===== src/rtl/mem_port_arbiter_pkg.sv =====
// Shared constants for the unified memory-port arbiter: default widths,
// FSM state encodings and the watchdog counter sizing helper.
package mem_port_arbiter_pkg;

    localparam int DEF_ADDR_W      = 32;
    localparam int DEF_DATA_W      = 32;
    localparam int DEF_BUS_TIMEOUT = 15;
    localparam int SEL_W           = 4;

    localparam logic [SEL_W-1:0] SEL_WORD = 4'hF;

    typedef logic [1:0] state_t;

    localparam state_t ST_IDLE    = 2'd0;
    localparam state_t ST_SRV_MEM = 2'd1;
    localparam state_t ST_SRV_IF  = 2'd2;
    localparam state_t ST_DRAIN   = 2'd3;

    // The bus is owned (and the watchdog running) in every state but IDLE.
    function automatic logic busOwned(input state_t s);
        return s != ST_IDLE;
    endfunction

    function automatic int wdogWidth(input int timeout);
        return $clog2(timeout + 1);
    endfunction

endpackage


===== src/rtl/mem_port_arbiter_if.sv =====
// Signal bundle between the arbiter, the pipeline requesters and the bus slave.
// slave = arbiter view, master = pipeline/bus environment view.
interface mem_port_arbiter_if
    import mem_port_arbiter_pkg::*;
#(
    parameter int ADDR_W = DEF_ADDR_W,
    parameter int DATA_W = DEF_DATA_W
) ();

    logic              flush;
    logic              if_req;
    logic [ADDR_W-1:0] if_addr;
    logic [DATA_W-1:0] if_rdata;
    logic              if_ack;
    logic              if_err;
    logic              mem_req;
    logic              mem_we;
    logic [SEL_W-1:0]  mem_sel;
    logic [ADDR_W-1:0] mem_addr;
    logic [DATA_W-1:0] mem_wdata;
    logic [DATA_W-1:0] mem_rdata;
    logic              mem_ack;
    logic              mem_err;
    logic              bus_req;
    logic              bus_we;
    logic [SEL_W-1:0]  bus_sel;
    logic [ADDR_W-1:0] bus_addr;
    logic [DATA_W-1:0] bus_wdata;
    logic [DATA_W-1:0] bus_rdata;
    logic              bus_ack;
    logic              stallreq_if;
    logic              stallreq_mem;

    modport slave (
        input  flush, if_req, if_addr, mem_req, mem_we, mem_sel, mem_addr, mem_wdata,
               bus_rdata, bus_ack,
        output if_rdata, if_ack, if_err, mem_rdata, mem_ack, mem_err,
               bus_req, bus_we, bus_sel, bus_addr, bus_wdata, stallreq_if, stallreq_mem
    );

    modport master (
        output flush, if_req, if_addr, mem_req, mem_we, mem_sel, mem_addr, mem_wdata,
               bus_rdata, bus_ack,
        input  if_rdata, if_ack, if_err, mem_rdata, mem_ack, mem_err,
               bus_req, bus_we, bus_sel, bus_addr, bus_wdata, stallreq_if, stallreq_mem
    );

endinterface


===== src/rtl/mem_port_arbiter_bus_watchdog.sv =====
// Bus watchdog: counts owned-bus cycles and flags the last one allowed
// before the transaction is declared dead. Saturates so the flag stays up.
module mem_port_arbiter_bus_watchdog
    import mem_port_arbiter_pkg::*;
#(
    parameter int TIMEOUT = DEF_BUS_TIMEOUT
) (
    input  logic clk,
    input  logic rst,
    input  logic i_clear,
    input  logic i_count,
    output logic o_expired
);

    localparam int              CNT_W = wdogWidth(TIMEOUT);
    localparam logic [CNT_W-1:0] LAST  = CNT_W'(TIMEOUT - 1);

    logic [CNT_W-1:0] r_count;

    always_ff @(posedge clk) begin
        if (rst || i_clear) begin
            r_count <= '0;
        end else if (i_count && (r_count != LAST)) begin
            r_count <= r_count + CNT_W'(1);
        end
    end

    // Asserted during the TIMEOUT-th counted cycle, the same slot a late bus_ack would use.
    assign o_expired = i_count && (r_count == LAST);

endmodule


===== src/rtl/mem_port_arbiter.sv =====
// Arbitrates the single-port unified memory bus between fetch and data access.
// MEM has fixed priority over IF; one transaction in flight; flushed results are dropped.
module mem_port_arbiter
    import mem_port_arbiter_pkg::*;
#(
    parameter int ADDR_W      = DEF_ADDR_W,
    parameter int DATA_W      = DEF_DATA_W,
    parameter int BUS_TIMEOUT = DEF_BUS_TIMEOUT
) (
    input  logic clk,
    input  logic rst,
    mem_port_arbiter_if.slave arb
);

    state_t            r_state;
    logic              r_busReq;
    logic              r_busWe;
    logic [SEL_W-1:0]  r_busSel;
    logic [ADDR_W-1:0] r_busAddr;
    logic [DATA_W-1:0] r_busWdata;
    logic [DATA_W-1:0] r_ifRdata;
    logic              r_ifAck;
    logic              r_ifErr;
    logic [DATA_W-1:0] r_memRdata;
    logic              r_memAck;
    logic              r_memErr;

    logic w_memGo;
    logic w_ifGo;
    logic w_expired;
    logic w_wdClear;
    logic w_wdCount;

    // A request whose ack is showing this cycle is already served and must not be re-granted.
    assign w_memGo   = arb.mem_req & ~r_memAck;
    assign w_ifGo    = arb.if_req & ~r_ifAck;
    assign w_wdClear = (r_state == ST_IDLE);
    assign w_wdCount = busOwned(r_state) && r_busReq;

    mem_port_arbiter_bus_watchdog #(
        .TIMEOUT (BUS_TIMEOUT)
    ) u_watchdog (
        .clk       (clk),
        .rst       (rst),
        .i_clear   (w_wdClear),
        .i_count   (w_wdCount),
        .o_expired (w_expired)
    );

    always_ff @(posedge clk) begin
        if (rst) begin
            r_state    <= ST_IDLE;
            r_busReq   <= 1'b0;
            r_busWe    <= 1'b0;
            r_busSel   <= '0;
            r_busAddr  <= '0;
            r_busWdata <= '0;
            r_ifRdata  <= '0;
            r_ifAck    <= 1'b0;
            r_ifErr    <= 1'b0;
            r_memRdata <= '0;
            r_memAck   <= 1'b0;
            r_memErr   <= 1'b0;
        end else begin
            r_ifAck  <= 1'b0;
            r_ifErr  <= 1'b0;
            r_memAck <= 1'b0;
            r_memErr <= 1'b0;
            case (r_state)
                ST_IDLE: begin
                    if (!arb.flush) begin
                        if (w_memGo) begin
                            r_busWe    <= arb.mem_we;
                            r_busSel   <= arb.mem_sel;
                            r_busAddr  <= arb.mem_addr;
                            r_busWdata <= arb.mem_wdata;
                            r_busReq   <= 1'b1;
                            r_state    <= ST_SRV_MEM;
                        end else if (w_ifGo) begin
                            r_busWe   <= 1'b0;
                            r_busSel  <= SEL_WORD;
                            r_busAddr <= arb.if_addr;
                            r_busReq  <= 1'b1;
                            r_state   <= ST_SRV_IF;
                        end
                    end
                end
                ST_SRV_MEM, ST_SRV_IF: begin
                    // A real ack outranks the watchdog; a flush suppresses whichever result arrives.
                    if (arb.bus_ack || w_expired) begin
                        r_busReq <= 1'b0;
                        r_state  <= ST_IDLE;
                        if (!arb.flush) begin
                            if (r_state == ST_SRV_MEM) begin
                                r_memAck   <= 1'b1;
                                r_memErr   <= ~arb.bus_ack;
                                r_memRdata <= arb.bus_ack ? arb.bus_rdata : '0;
                            end else begin
                                r_ifAck   <= 1'b1;
                                r_ifErr   <= ~arb.bus_ack;
                                r_ifRdata <= arb.bus_ack ? arb.bus_rdata : '0;
                            end
                        end
                    end else if (arb.flush) begin
                        r_state <= ST_DRAIN;
                    end
                end
                ST_DRAIN: begin
                    if (arb.bus_ack || w_expired) begin
                        r_busReq <= 1'b0;
                        r_state  <= ST_IDLE;
                    end
                end
                default: begin
                    r_busReq <= 1'b0;
                    r_state  <= ST_IDLE;
                end
            endcase
        end
    end

    assign arb.bus_req      = r_busReq;
    assign arb.bus_we       = r_busWe;
    assign arb.bus_sel      = r_busSel;
    assign arb.bus_addr     = r_busAddr;
    assign arb.bus_wdata    = r_busWdata;
    assign arb.if_rdata     = r_ifRdata;
    assign arb.if_ack       = r_ifAck;
    assign arb.if_err       = r_ifErr;
    assign arb.mem_rdata    = r_memRdata;
    assign arb.mem_ack      = r_memAck;
    assign arb.mem_err      = r_memErr;
    assign arb.stallreq_if  = arb.if_req & ~r_ifAck;
    assign arb.stallreq_mem = arb.mem_req & ~r_memAck;

endmodule


===== src/flat_wrapper.sv =====
// flat-port wrapper written by rule: the top's interface ports become plain ports
module mem_port_arbiter_flat import mem_port_arbiter_pkg::*;
#(
    parameter int ADDR_W      = DEF_ADDR_W,
    parameter int DATA_W      = DEF_DATA_W,
    parameter int BUS_TIMEOUT = DEF_BUS_TIMEOUT
)
  (clk, rst, arb_flush, arb_if_req, arb_if_addr, arb_mem_req, arb_mem_we, arb_mem_sel, arb_mem_addr, arb_mem_wdata, arb_bus_rdata, arb_bus_ack, arb_if_rdata, arb_if_ack, arb_if_err, arb_mem_rdata, arb_mem_ack, arb_mem_err, arb_bus_req, arb_bus_we, arb_bus_sel, arb_bus_addr, arb_bus_wdata, arb_stallreq_if, arb_stallreq_mem);
  mem_port_arbiter_if #(.ADDR_W(ADDR_W), .DATA_W(DATA_W)) arb_i ();
  input  logic clk;
  input  logic rst;
  input wire logic [$bits(arb_i.flush)-1:0] arb_flush;
  input wire logic [$bits(arb_i.if_req)-1:0] arb_if_req;
  input wire logic [$bits(arb_i.if_addr)-1:0] arb_if_addr;
  input wire logic [$bits(arb_i.mem_req)-1:0] arb_mem_req;
  input wire logic [$bits(arb_i.mem_we)-1:0] arb_mem_we;
  input wire logic [$bits(arb_i.mem_sel)-1:0] arb_mem_sel;
  input wire logic [$bits(arb_i.mem_addr)-1:0] arb_mem_addr;
  input wire logic [$bits(arb_i.mem_wdata)-1:0] arb_mem_wdata;
  input wire logic [$bits(arb_i.bus_rdata)-1:0] arb_bus_rdata;
  input wire logic [$bits(arb_i.bus_ack)-1:0] arb_bus_ack;
  output wire logic [$bits(arb_i.if_rdata)-1:0] arb_if_rdata;
  output wire logic [$bits(arb_i.if_ack)-1:0] arb_if_ack;
  output wire logic [$bits(arb_i.if_err)-1:0] arb_if_err;
  output wire logic [$bits(arb_i.mem_rdata)-1:0] arb_mem_rdata;
  output wire logic [$bits(arb_i.mem_ack)-1:0] arb_mem_ack;
  output wire logic [$bits(arb_i.mem_err)-1:0] arb_mem_err;
  output wire logic [$bits(arb_i.bus_req)-1:0] arb_bus_req;
  output wire logic [$bits(arb_i.bus_we)-1:0] arb_bus_we;
  output wire logic [$bits(arb_i.bus_sel)-1:0] arb_bus_sel;
  output wire logic [$bits(arb_i.bus_addr)-1:0] arb_bus_addr;
  output wire logic [$bits(arb_i.bus_wdata)-1:0] arb_bus_wdata;
  output wire logic [$bits(arb_i.stallreq_if)-1:0] arb_stallreq_if;
  output wire logic [$bits(arb_i.stallreq_mem)-1:0] arb_stallreq_mem;
  assign arb_i.flush = arb_flush;
  assign arb_i.if_req = arb_if_req;
  assign arb_i.if_addr = arb_if_addr;
  assign arb_i.mem_req = arb_mem_req;
  assign arb_i.mem_we = arb_mem_we;
  assign arb_i.mem_sel = arb_mem_sel;
  assign arb_i.mem_addr = arb_mem_addr;
  assign arb_i.mem_wdata = arb_mem_wdata;
  assign arb_i.bus_rdata = arb_bus_rdata;
  assign arb_i.bus_ack = arb_bus_ack;
  assign arb_if_rdata = arb_i.if_rdata;
  assign arb_if_ack = arb_i.if_ack;
  assign arb_if_err = arb_i.if_err;
  assign arb_mem_rdata = arb_i.mem_rdata;
  assign arb_mem_ack = arb_i.mem_ack;
  assign arb_mem_err = arb_i.mem_err;
  assign arb_bus_req = arb_i.bus_req;
  assign arb_bus_we = arb_i.bus_we;
  assign arb_bus_sel = arb_i.bus_sel;
  assign arb_bus_addr = arb_i.bus_addr;
  assign arb_bus_wdata = arb_i.bus_wdata;
  assign arb_stallreq_if = arb_i.stallreq_if;
  assign arb_stallreq_mem = arb_i.stallreq_mem;
  mem_port_arbiter #(.ADDR_W(ADDR_W), .DATA_W(DATA_W), .BUS_TIMEOUT(BUS_TIMEOUT)) u_core (.clk(clk), .rst(rst), .arb(arb_i));
endmodule

===== config.mk =====
export PLATFORM = sky130hd
export DESIGN_NAME = mem_port_arbiter_flat
export DESIGN_NICKNAME = d
export VERILOG_FILES = /design/src/rtl/mem_port_arbiter_pkg.sv /design/src/rtl/mem_port_arbiter_if.sv /design/src/rtl/mem_port_arbiter_bus_watchdog.sv /design/src/rtl/mem_port_arbiter.sv /design/src/flat_wrapper.sv
export SDC_FILE = /design/constraint.sdc
export NUM_CORES = 1
export LEC_CHECK = 0
export CORE_ASPECT_RATIO = 1.1
export CORE_MARGIN = 4
export CORE_UTILIZATION = 43
export CTS_CLUSTER_DIAMETER = 30
export DETAILED_ROUTE_END_ITERATION = 16
export GPL_ROUTABILITY_DRIVEN = 0
export PLACE_DENSITY = 0.95
export SYNTH_ARGS = -nofsm -noshare
export SYNTH_HDL_FRONTEND = slang
export SYNTH_HIERARCHICAL = 1
export SYNTH_SLANG_ARGS = --single-unit

===== constraint.sdc =====
create_clock -name clk -period 3.6 [get_ports clk]
set_input_delay 0.36 -clock clk [delete_from_list [all_inputs] [get_ports clk]]
set_output_delay 0.36 -clock clk [all_outputs]
set_load 0.1 [all_outputs]

* After elaboration in Yosys (flattened, before gate mapping)
Cells that the tools add are included.
** Storage, ports and cells
- Register bits :: 144
- Bits in latches :: 0
- Memory bits (writable) :: 0
- Bits in read-only memories :: 0
- Input bits :: 139
- Output and inout port bits :: 140
- Memories kept :: 0
** Cells by class
- $add $sub $neg :: 1
- $mul :: 0
- Div/mod/pow operators :: 0
- Order comparisons :: 0
- Equal/unequal tests :: 10
- Shift-type cells :: 0
- Mux-type cells :: 21
- Bitwise logic cells :: 9
- Reduce and logical (&&, ||, !) cells :: 19
** Operators with widths (count)
- 32-bit two-way mux :: 3
- 2-bit two-way mux :: 6
- 4-bit AND reduction :: 3
- 5-bit OR reduction :: 2
- 3-bit AND reduction :: 3
- 1-bit two-way mux :: 8
- 4-bit two-way mux :: 2
- 1-bit inverter :: 7
- 2-bit one-hot mux with 3 select lines :: 1
- 4-bit by 1-bit adder with 4-bit output, second input constant :: 1
- 2-bit == test, second input constant :: 2
- 4-bit == test, second input constant :: 1
- 2-bit by 1-bit inequality test with 1-bit output, second input constant :: 2
- 4-bit inequality test, second input constant :: 1
- 2-bit nonzero test :: 2
- 4-bit OR reduction :: 1
- 1-bit logical AND :: 3
- 3-bit by 2-bit inequality test with 1-bit output, second input constant :: 1
- 3-bit inequality test, second input constant :: 1
- 3-bit OR reduction :: 1
- 1-bit bitwise AND :: 2
- 2-bit by 1-bit == test with 1-bit output, second input constant :: 1
- 2-bit zero test :: 1
- 1-bit logical OR :: 2
- other kinds (3) :: 3

* Logic depth before layout (Yosys ltp)
- Depth after elaboration :: 6
- Gate-level depth with buffers :: 10
- Depth with buffers taken out :: 8

* By module
The synthesis kept the hierarchy.
** By module, submodules not included
- mem_port_arbiter :: instances 1, cells each 667, area an instance 5328.9 µm²
- mem_port_arbiter_bus_watchdog :: instances 1, cells each 23, area an instance 216.5 µm²

* Worst setup path after synthesis
No wires, ideal clock.
- Path type :: reg-to-reg
- From :: register u_core.r_busReq (netlist: u_core/arb.bus_req)
- To :: register u_core.r_ifRdata[23] (netlist: u_core/arb.if_rdata[23])
- Arrival :: 2562 ps
- Slack :: 906 ps
- Cell stages (with the launch flop) :: 9
- Period minus slack after synthesis :: 2694 ps
- Path through :: dfxtp_1 nor2b_1 and4_2 nor2_2 or4b_1 buf_2 buf_6 nand2_1 a21oi_1
** On the way
- Word-level cells in the longest chain between the ends :: 4
** RTL lines
- start: declaration :: RTL line mem_port_arbiter.sv:16 : logic r_busReq;
- start signal: assignment :: RTL line mem_port_arbiter.sv:53 : r_busReq <= 1'b0;
- start signal: assignment :: RTL line mem_port_arbiter.sv:77 : r_busReq <= 1'b1;
- start signal: assignment :: RTL line mem_port_arbiter.sv:83 : r_busReq <= 1'b1;
- 1-bit logical AND :: RTL line mem_port_arbiter.sv:38 : assign w_wdCount = busOwned(r_state) && r_busReq;
- net u_core.w_wdCount :: RTL line mem_port_arbiter.sv:32 : logic w_wdCount;
- 1-bit logical AND :: RTL line mem_port_arbiter_bus_watchdog.sv:29 : assign o_expired = i_count && (r_count == LAST);
- net u_core.w_expired :: RTL line mem_port_arbiter.sv:30 : logic w_expired;
- 1-bit logical OR :: RTL line mem_port_arbiter.sv:90 : if (arb.bus_ack || w_expired) begin
- 4-bit AND reduction (no source line)
- end signal: assignment :: RTL line mem_port_arbiter.sv:101 : r_ifRdata <= arb.bus_ack ? arb.bus_rdata : '0;
- end: declaration :: RTL line mem_port_arbiter.sv:21 : logic [DATA_W-1:0] r_ifRdata;
The timed path passes the listed nets, and every way through them passes these cells.
A chain may end at the register's enable or synchronous reset.

* Final worst setup path
- From :: register u_core.r_state[0]
- To :: register u_core.r_memRdata[17] (netlist: u_core/arb.mem_rdata[17])
** On the way
- Word-level cells in the longest chain between the ends :: 5
- Elaborated cells between the ends (all ways) :: 8
- Those cells by class :: eq/ne: 2; reduce/logical: 6
** RTL lines
- start: declaration :: RTL line mem_port_arbiter.sv:15 : state_t r_state;
- start signal: assignment :: RTL line mem_port_arbiter.sv:52 : r_state <= ST_IDLE;
- start signal: assignment :: RTL line mem_port_arbiter.sv:78 : r_state <= ST_SRV_MEM;
- start signal: assignment :: RTL line mem_port_arbiter.sv:84 : r_state <= ST_SRV_IF;
- 2-bit nonzero test :: RTL line mem_port_arbiter_pkg.sv:21 : return s != ST_IDLE;
- 1-bit logical AND :: RTL line mem_port_arbiter.sv:38
- net u_core.w_wdCount :: RTL line mem_port_arbiter.sv:32
- 1-bit logical AND :: RTL line mem_port_arbiter_bus_watchdog.sv:29
- net u_core.w_expired :: RTL line mem_port_arbiter.sv:30
- 1-bit logical OR :: RTL line mem_port_arbiter.sv:90
- 4-bit AND reduction (no source line)
- end signal: assignment :: RTL line mem_port_arbiter.sv:97 : r_memRdata <= arb.bus_ack ? arb.bus_rdata : '0;
- end: declaration :: RTL line mem_port_arbiter.sv:24 : logic [DATA_W-1:0] r_memRdata;
The timed path passes the listed nets, and every way through them passes these cells.

==> results.cfg <==
[status]
status = complete, no violations

[synth]
synth_nets = 834
async_flop_share_pct = 0
synthXorXnorAreaFrac_pct = 0
synth_compound_area_share_pct = 16.1
synth_edf_count = 0
synth_mux_area_share_pct = 0
synth_top_family_by_area = simple AND/OR/NAND/NOR gates
syn_inst = 690
synth-main-ff-cell = dfxtp_1
synth-adder-area-share_pct = 1.13
syn_area_per_cell_um2 = 8.04
ys_seq_elements = 144
syn-cell-area_um2 = 5550
synthDistinctLibCells = 36
synthSimpleGateAreaFrac_pct = 25.4
yosysWarnings = 6
ys_seq_area_share_pct = 52.0

[cts]
cts_setup_buffers = 0
cts_root_buffer = clkbuf_16
cts.sinks = 144
clk_pin_slew_worst_paths_ns = 0.06
ctsResizeCount = 0
cts.path.max_buffers = 2
insertion_delay_ns = 0.42
hold_buffers = 0
tritoncts = done
ctsHtreeMaxLevel = 4
cts_buffers = 17

[finish]
fill_cells = 929
final_nets = 1083
seqCellArea_um2 = 2880
antennaDiodeCount = 0
layout_commonest_cell = clkdlybuf4s50_1
layout-drive-gt1-share_pct = 5.78
multi_input_comb_area_um2 = 2380
area_growth_pct = 62.5
mostFrequentLayoutCells = clkdlybuf4s50_1 (274), nand2_1 (194), dfxtp_1 (144)

[floorplan]
core-area_um2 = 12600
die_h_um = 127
io_pins = 279
die_area_um2 = 14800
placementRows = 43
fp.dieW_um = 116
start_util_pct = 43.9

[setup_path]
cp_max_fo = 32
end_kind = flip-flop
crit_start = u_core/r_state[0]$_SDFFE_PP0P_
cp_data_required_time_ns = 3.94
critical-path-max-stage-delay_ns = 0.95
crit_type = reg -> reg
r2r-start = u_core/r_state[0]$_SDFFE_PP0P_
cp-start-kind = flip-flop
worst_ep_arrival_time_ns = 3.48
path_cells = inv_1 > ha_1 > nor2b_1 > and4_2 > nor2_2 > or3b_1 > nand2_1 > a21oi_1
crit_family = simple AND/OR/NAND/NOR gates
slowest_stage = or3b_1
path_buf_inv = 1

[worst_hold_path]
worstHoldStart = arb_bus_ack
hp-class = in -> reg

[detailed_routing]
via_count = 5830
wirelength_um = 17900
drtAntennaViolNets = 0
avgRoutedWirePerCell_um = 16.2
firstDrtPassIters = 5
drc = 0
drt-initial-drc-count = 539
viasPerCell = 5.26

[sta]
slew_viol_final = 0
maxSlewHeadroom_pct = 22.1
max_clock_freq_mhz = 319
period_needed_ns = 3.14
hold_viol = 0
worstMarginPinSlew_ns = 1.17
setup_viol = 0
finalCritPeriodShare_pct = 87.1
tns_ns = 0
grt_setup_unrepaired = no
skew_ns = 0.00568
fin_ws_ns = 0.465

[place]
place_hpwl_um = 12600
dp_slack_ns = 0.598
numPortBuffers = 278

[global_route]
grt_max_degree = 78
grt_pass1_wl_um = 27900
track_usage_pct = 24.1
grt_pass1_vias = 5705
overflow = 0
antenna_found_initial = 0

[job]
drv_cap = 0

[pwr]
power.density_nw_per_um2 = 713
leakagePower_nw = 3.17
ir_drop_mv = 0.452
-- through the flow --
step	total power (W)	hold WS [ns]	instance area, um2	instances	util, %
detailed placement	0.00452	0.446	8360	1077	66.1
floorplan	0.00385	0.437	5550	690	-
finish	0.00642	0.386	9010	1109	71.3
global placement	0.00449	0.441	8360	1077	66.1
global route	0.00666	0.421	9010	1109	71.3
CTS	0.00646	0.366	9010	1109	71.3
-- cells by family after synthesis --
family | count (synthesis)
and+or+nand+nor | 328
AOI/OAI and AO/OA | 148
buffers and inverters | 65
DFF | 144
adders and majority gates | 5
-- power breakdown --
part	internal, W	switching, W
Clock	0.00125	0.000682
Sequential	0.00179	0.000100
Combinational	0.000665	0.00194
Total	0.00370	0.00272
-- worst min-delay path, stage by stage --
cell,delay (ns)
buf_2,0.09
nor2_2,0.08
o21ai_1,0.12
a221oi_1,0.09
-- synth_stat cells, types with 4 or more instances --
library cell | instances | area share (%)
a21oi_1 | 101 | 9.1
a311oi_1 | 32 | 5.1
buf_2 | 23 | 2.1
clkbuf_1 | 31 | 2.1
dfxtp_1 | 144 | 52
ha_1 | 5 | 1.1
inv_1 | 6 | 0.41
nand2_1 | 194 | 13
nand3_1 | 65 | 5.9
nor2_1 | 44 | 3.0
nor3_1 | 7 | 0.63
o21ai_1 | 4 | 0.36
-- worst paths after layout --
path / endpoint / slack [ns] / depth (start not counted)
setup / recovery: u_core/arb.mem_rdata[17]$_SDFFE_PP0P_ / 0.46 / 8
hold / removal: u_core/r_state[1]$_SDFFE_PP0P_ / 0.39 / 4
setup reg to reg: u_core/arb.mem_rdata[17]$_SDFFE_PP0P_ / 0.46 / 8
hold reg to reg: u_core/arb.bus_wdata[8]$_SDFFE_PP0P_ / 0.45 / 2
-- flip-flops by register name, summed over array words and instances (netlist names) --
register,cells
u_core/arb.bus_req,1
u_core/arb.bus_sel,4
u_core/arb.mem_err,1
u_core/arb.mem_ack,1
u_core/u_watchdog/r_count,4
u_core/arb.bus_wdata,32
u_core/arb.bus_addr,32
u_core/arb.if_err,1
u_core/arb.if_rdata,32
u_core/arb.mem_rdata,32
u_core/arb.bus_we,1
u_core/r_state,2
u_core/arb.if_ack,1
-- area by class of cell --
class,count,share of cell area (%)
Clock buffer,18,4.87
Clock inverter,14,2.37
Inverter,7,0.292
Multi-Input combinational cell,481,26.4
Sequential cell,144,32.0
Tap cell,157,2.18
Timing Repair Buffer,288,31.9
-- per-layer routing --
| layer | routed length, um | global-route usage (%) | part of all wire, % |
|---|---|---|---|
| met1 | 6680 | 25.5 | 37 |
| met5 | 0 | 0 | 0 |
| met2 | 8920 | 41.1 | 50 |
| met3 | 1700 | 9.33 | 9.5 |
| met4 | 633 | 12.0 | 3.5 |
Note: power is estimated with default switching activity, not from simulation.
